===== src/rtl/sram_bus_arbiter.sv =====
`default_nettype none
// ============================================================================
// Module   : sram_bus_arbiter
// Purpose  : Shares one SRAM-like memory port between the IF-stage (inst)
//            and MEM-stage (data) requesters. Fixed priority, data over
//            inst. A requester whose request is on the bus but not yet
//            accepted keeps the grant. An in-order ID FIFO routes every
//            response back to the requester that issued it.
// Ports    : clk, rst                     clock, sync active-high reset
//            inst_* / data_*              requester request + response side
//            bus_*                        shared SRAM-like port
//            proto_err                    sticky: response with no ID queued
// Revision : 1.0  initial release
// ============================================================================
module sram_bus_arbiter #(
    parameter int OUTSTANDING = 2
) (
    input  logic        clk,
    input  logic        rst,
    input  logic        inst_req,
    input  logic        inst_wr,
    input  logic [1:0]  inst_size,
    input  logic [31:0] inst_addr,
    input  logic [3:0]  inst_wstrb,
    input  logic [31:0] inst_wdata,
    output logic        inst_addr_ok,
    output logic        inst_data_ok,
    output logic [31:0] inst_rdata,
    input  logic        data_req,
    input  logic        data_wr,
    input  logic [1:0]  data_size,
    input  logic [31:0] data_addr,
    input  logic [3:0]  data_wstrb,
    input  logic [31:0] data_wdata,
    output logic        data_addr_ok,
    output logic        data_data_ok,
    output logic [31:0] data_rdata,
    output logic        bus_req,
    output logic        bus_wr,
    output logic [1:0]  bus_size,
    output logic [31:0] bus_addr,
    output logic [3:0]  bus_wstrb,
    output logic [31:0] bus_wdata,
    input  logic        bus_addr_ok,
    input  logic        bus_data_ok,
    input  logic [31:0] bus_rdata,
    output logic        proto_err
);

    localparam int                 c_PTR_W    = (OUTSTANDING > 1) ? $clog2(OUTSTANDING) : 1;
    localparam logic               c_ID_INST  = 1'b0;
    localparam logic               c_ID_DATA  = 1'b1;
    localparam logic [c_PTR_W:0]   c_CNT_FULL = (c_PTR_W + 1)'(OUTSTANDING);
    localparam logic [c_PTR_W:0]   c_CNT_ONE  = (c_PTR_W + 1)'(1);
    localparam logic [c_PTR_W-1:0] c_PTR_ONE  = c_PTR_W'(1);

    logic               r_rst_hold;
    logic               r_lock_valid;
    logic               r_lock_id;
    logic               r_fifo_id [OUTSTANDING];
    logic [c_PTR_W-1:0] r_rd_ptr;
    logic [c_PTR_W-1:0] r_wr_ptr;
    logic [c_PTR_W:0]   r_count;
    logic               r_proto_err;

    logic w_active;
    logic w_sel_valid;
    logic w_sel_id;
    logic w_sel_req;
    logic w_full;
    logic w_bus_req;
    logic w_hs;
    logic w_pop;
    logic w_head;

    // Outputs stay quiet during reset and for one cycle after it.
    assign w_active = ~rst & ~r_rst_hold;

    always_comb begin
        w_sel_valid = 1'b0;
        w_sel_id    = c_ID_INST;
        if (r_lock_valid) begin
            w_sel_valid = 1'b1;
            w_sel_id    = r_lock_id;
        end else if (data_req) begin
            w_sel_valid = 1'b1;
            w_sel_id    = c_ID_DATA;
        end else if (inst_req) begin
            w_sel_valid = 1'b1;
            w_sel_id    = c_ID_INST;
        end
    end

    assign w_sel_req = (w_sel_id == c_ID_DATA) ? data_req : inst_req;
    assign w_full    = (r_count == c_CNT_FULL);
    // Full gating also blocks a push in a cycle that pops, keeping the
    // FIFO from needing a same-cycle bypass.
    assign w_bus_req = w_active & w_sel_valid & w_sel_req & ~w_full;
    assign w_hs      = w_bus_req & bus_addr_ok;
    assign w_head    = r_fifo_id[r_rd_ptr];
    assign w_pop     = w_active & bus_data_ok & (r_count != '0);

    assign bus_req   = w_bus_req;
    assign bus_wr    = w_bus_req & (w_sel_id ? data_wr : inst_wr);
    assign bus_size  = w_bus_req ? (w_sel_id ? data_size  : inst_size)  : 2'd0;
    assign bus_addr  = w_bus_req ? (w_sel_id ? data_addr  : inst_addr)  : 32'd0;
    assign bus_wstrb = w_bus_req ? (w_sel_id ? data_wstrb : inst_wstrb) : 4'd0;
    assign bus_wdata = w_bus_req ? (w_sel_id ? data_wdata : inst_wdata) : 32'd0;

    assign inst_addr_ok = w_hs & (w_sel_id == c_ID_INST);
    assign data_addr_ok = w_hs & (w_sel_id == c_ID_DATA);

    assign inst_data_ok = w_pop & (w_head == c_ID_INST);
    assign data_data_ok = w_pop & (w_head == c_ID_DATA);
    assign inst_rdata   = inst_data_ok ? bus_rdata : 32'd0;
    assign data_rdata   = data_data_ok ? bus_rdata : 32'd0;

    assign proto_err = r_proto_err & w_active;

    always_ff @(posedge clk) begin
        r_rst_hold <= rst;
    end

    always_ff @(posedge clk) begin
        if (rst) begin
            r_lock_valid <= 1'b0;
            r_lock_id    <= c_ID_INST;
            r_rd_ptr     <= '0;
            r_wr_ptr     <= '0;
            r_count      <= '0;
            r_proto_err  <= 1'b0;
        end else begin
            // A presented but unaccepted request pins the grant until
            // addr_ok, since the master may not withdraw it.
            if (w_bus_req & ~bus_addr_ok) begin
                r_lock_valid <= 1'b1;
                r_lock_id    <= w_sel_id;
            end else if (w_hs) begin
                r_lock_valid <= 1'b0;
            end

            if (w_hs) begin
                r_fifo_id[r_wr_ptr] <= w_sel_id;
                r_wr_ptr            <= r_wr_ptr + c_PTR_ONE;
            end
            if (w_pop) begin
                r_rd_ptr <= r_rd_ptr + c_PTR_ONE;
            end

            case ({w_hs, w_pop})
                2'b10:   r_count <= r_count + c_CNT_ONE;
                2'b01:   r_count <= r_count - c_CNT_ONE;
                default: r_count <= r_count;
            endcase

            if (w_active & bus_data_ok & (r_count == '0)) begin
                r_proto_err <= 1'b1;
            end
        end
    end

endmodule
`default_nettype wire

===== config.mk =====
export PLATFORM = sky130hd
export DESIGN_NAME = sram_bus_arbiter
export DESIGN_NICKNAME = d
export VERILOG_FILES = /design/src/rtl/sram_bus_arbiter.sv
export SDC_FILE = /design/constraint.sdc
export NUM_CORES = 1
export LEC_CHECK = 0
export ABC_CLOCK_PERIOD_IN_PS = 7640
export CAP_MARGIN = 20
export CORE_AREA = 2 2 124 126
export CTS_BUF_LIST = sky130_fd_sc_hd__clkbuf_4
export DETAILED_ROUTE_END_ITERATION = 10
export DIE_AREA = 0 0 126 128
export HOLD_SLACK_MARGIN = 0.15
export PLACE_DENSITY_LB_ADDON = 0.2
export SETUP_SLACK_MARGIN = 0.15
export SLEW_MARGIN = 20
export SYNTH_ARGS = -nofsm -noshare
export SYNTH_HDL_FRONTEND = slang
export SYNTH_SLANG_ARGS = --single-unit

===== constraint.sdc =====
create_clock -name clk -period 7.64 [get_ports clk]
set_input_delay 2.292 -clock clk [delete_from_list [all_inputs] [get_ports clk]]
set_output_delay 2.292 -clock clk [all_outputs]
set_load 0.01 [all_outputs]

==> qor.yml <==
outcome:
  status: "complete, no violations"
yosys:
  synth_top_area_cell: "nand2_1"
  ys_ff_latch: 11
  yosysWarnings: 0
  ys_types: 29
  synth_common_cells: "145 x nand2_1, 73 x a21oi_1, 65 x and2_1"
  synth_area_leaders: "nand2_1 28%, and2_1 21%, a21oi_1 19%"
  synthDominantCellAreaShare: 0.282
  synth.most_common_cell: "nand2_1"
  postSynthCellCount: 360
  syn_area_um2: 1930
  async_flop_share: 0
  synth_area_per_cell_um2: 5.36
  synthesis.nets: 541
  synth_edf_count: 2
  ys_dominant_reg_cell: "dfxtp_1"
  synth_seq_area_share: 0.125
min_path:
  holdCritPathClass: "reg -> reg"
  hold_depth: 1
sta:
  fin_skew_ns: 0.000396
  min_period_ns: 7.05
  rsz0062_at_grt: "no"
  setup_slack_ns: 0.589
  fin_setup_tns_ns: 0
  slew_headroom: 0.502
  max_clock_freq_mhz: 142
  drv_slew: 0
  min_period_over_period: 0.923
  worst_slew_pin_slew_ns: 0.748
  hold_viol_final: 0
  setup_viol: 0
power:
  p_sw_frac: 0.317
  p_leak_nw: 2.06
  combPwrFrac: 0.668
  clkPwrFrac: 0.130
  seqPwrFrac: 0.201
  p_sw_w: 0.000101
  p_int_w: 0.000217
  powerDensity_nw_per_um2: 59.4
  vdd.ir_drop.worst_mv: 0.0290
worst_setup_path:
  worstPathMaxFanout: 69
  crit_type: "in -> out"
  crit_end: "bus_wdata[1]"
  cp_cell_sequence: "clkdlybuf4s50_1, or2_1, nor3_4, nand2_2, buf_4, a21oi_1, clkdlybuf4s50_1"
  path_common_cell: "clkdlybuf4s50_1"
  worst_r2r_startpoint: "r_rst_hold$_DFF_P_"
  reg2reg_to: "r_count[1]$_SDFFE_PP0P_"
  crit_required_ns: 5.35
  cp_top_family: "buffers and inverters"
  critPathCaptureType: "output port"
  cpPeakStageDelay_ns: 0.59
  reg2reg_depth: 8
  slowest_stage: "clkdlybuf4s50_1"
  worstSetupPathDepth: 7
  crit_start: "rst"
  r2r_setup_slack_ns: 5.56
  critical_path_arrival_ns: 4.76
  cp-start-kind: "input pin"
  cp_num_buf_inv: 3
cts:
  clock-sinks: 11
  htreeDepth: 1
  cts-root-buf: "clkbuf_4"
  ctsResizeCount: 0
  post_cts_buffers: 0
  cts-buffers-inserted: 3
  cts_buffer_depth: 2
  cts_tree: "yes"
  clock_latency_ns: 0.26
  hold_buffers: 0
  clk_pin_slew_ns: 0.06
route:
  route.detailed.drc: 0
  drtPass1Iterations: 4
  vias: 3421
  drtIter0Drc: 130
  routed_wl_um: 11500
  avgRoutedWirePerCell_um: 13.5
  vias_per_cell: 4.02
  ant_nets: 0
run:
  drv_cap: 0
placement:
  hpwl_um: 9430
  placed_cells: 848
  gp_congestion: 0.800
  dpl-instance-area_um2: 5310
  place_ws_ns: 0.544
  port_buffers: 320
global_routing:
  grtUsageTotal: 0.129
  grt_overflow: 0
  grt_pass1_wl_um: 17200
  grt_pass1_vias: 3374
  grt_max_degree: 70
  grt_antenna_before_repair: 0
final_layout:
  final_area_um2: 5340
  area_growth_syn_to_layout_pct: 177
  antenna_cells: 0
  drive_gt1_frac: 0.0271
  nets: 846
  fin_cells: 852
floorplan:
  rows: 45
  ios: 321
  start_util: 0.130
  core_area_um2: 14900
  die_y_um: 128
  fp.dieArea_um2: 16100
  die_w_um: 126
## cells by family (layout without fill, tap and decap cells)
group | Yosys count | count (layout) | share of synthesized area
xor+xnor | 3 | 3 | 0.0136
compound gates | 77 | 77 | 0.205
fa+ha+maj | 1 | 1 | 0.00649
flops | 11 | 11 | 0.125
simple gates | 231 | 231 | 0.552
buf+inv | 33 | 337 | 0.0753
mux | 4 | 4 | 0.0234
## power groups by stage
stage | Clock (W) | Combinational (W) | Sequential, W
finish | 0.0000413 | 0.000212 | 0.0000639
global placement | 0 | 0.000212 | 0.0000651
floorplan | 0 | 0.0000694 | 0.0000645
CTS | 0.0000439 | 0.000215 | 0.0000639
global route | 0.0000464 | 0.000231 | 0.0000642
detailed placement | 0 | 0.000213 | 0.0000653
## area by class of cell
type / count / area (um^2)
clock buffers: 4 / 30.0
inverters: 5 / 20.0
multi-input cells: 316 / 1550
well taps: 188 / 235
fillers: 1572 / 9520
flip-flops and latches: 11 / 240
repair buffers: 328 / 3260
## routing by layer
metal / part of all wire / track usage
met1: 0.36 / 0.134
met2: 0.54 / 0.264
met3: 0.092 / 0.0355
met4: 0.0024 / 0.00840
met5: 0 / 0
## metrics by stage
stage                     hold slack (ns)  power, W  utilization
after CTS                           0.462  0.000323        0.359
after global placement              0.438  0.000277        0.357
after detailed placement            0.442  0.000279        0.357
after global routing                0.476  0.000341        0.359
after floorplan                     0.425  0.000134            -
final                               0.462  0.000317        0.359
## state kept, by name (all words and copies together) (netlist names), named ones only
| register | flops |
|---|---|
| r_count | 2 |
| r_fifo_id | 2 |
| r_lock_id | 1 |
| r_lock_valid | 1 |
| r_proto_err | 1 |
| r_rd_ptr | 1 |
| r_rst_hold | 1 |
| r_wr_ptr | 1 |
## worst min-delay path by stage
stage	start	end
after floorplan	r_wr_ptr$_SDFFE_PP0N_	r_wr_ptr$_SDFFE_PP0N_
after global placement	r_wr_ptr$_SDFFE_PP0N_	r_wr_ptr$_SDFFE_PP0N_
after detailed placement	r_wr_ptr$_SDFFE_PP0N_	r_wr_ptr$_SDFFE_PP0N_
after CTS	r_wr_ptr$_SDFFE_PP0N_	r_wr_ptr$_SDFFE_PP0N_
after global routing	r_wr_ptr$_SDFFE_PP0N_	r_wr_ptr$_SDFFE_PP0N_
final	r_wr_ptr$_SDFFE_PP0N_	r_wr_ptr$_SDFFE_PP0N_
## cell usage in the layout (no fill, tap or decap), drive strengths merged
master         Yosys  layout
or3                1       1
dfxtp              9       9
a21bo              1       1
edfxtp             2       2
nand3              1       1
nor4b              1       1
mux2               1       1
o21a               1       1
ha                 1       1
inv                4       4
nor2b              3       3
clkinv             1       1
o211ai             1       1
a21oi             73      73
buf               11       8
mux2i              3       3
clkbuf            17       4
xor2               2       2
xnor2              1       1
nand2            146     146
o21ai              1       1
nor2              12      12
clkdlybuf4s50      0     320
and2              65      65
nor3               1       1
or2                1       1
Power figures use the tool's default switching activity.
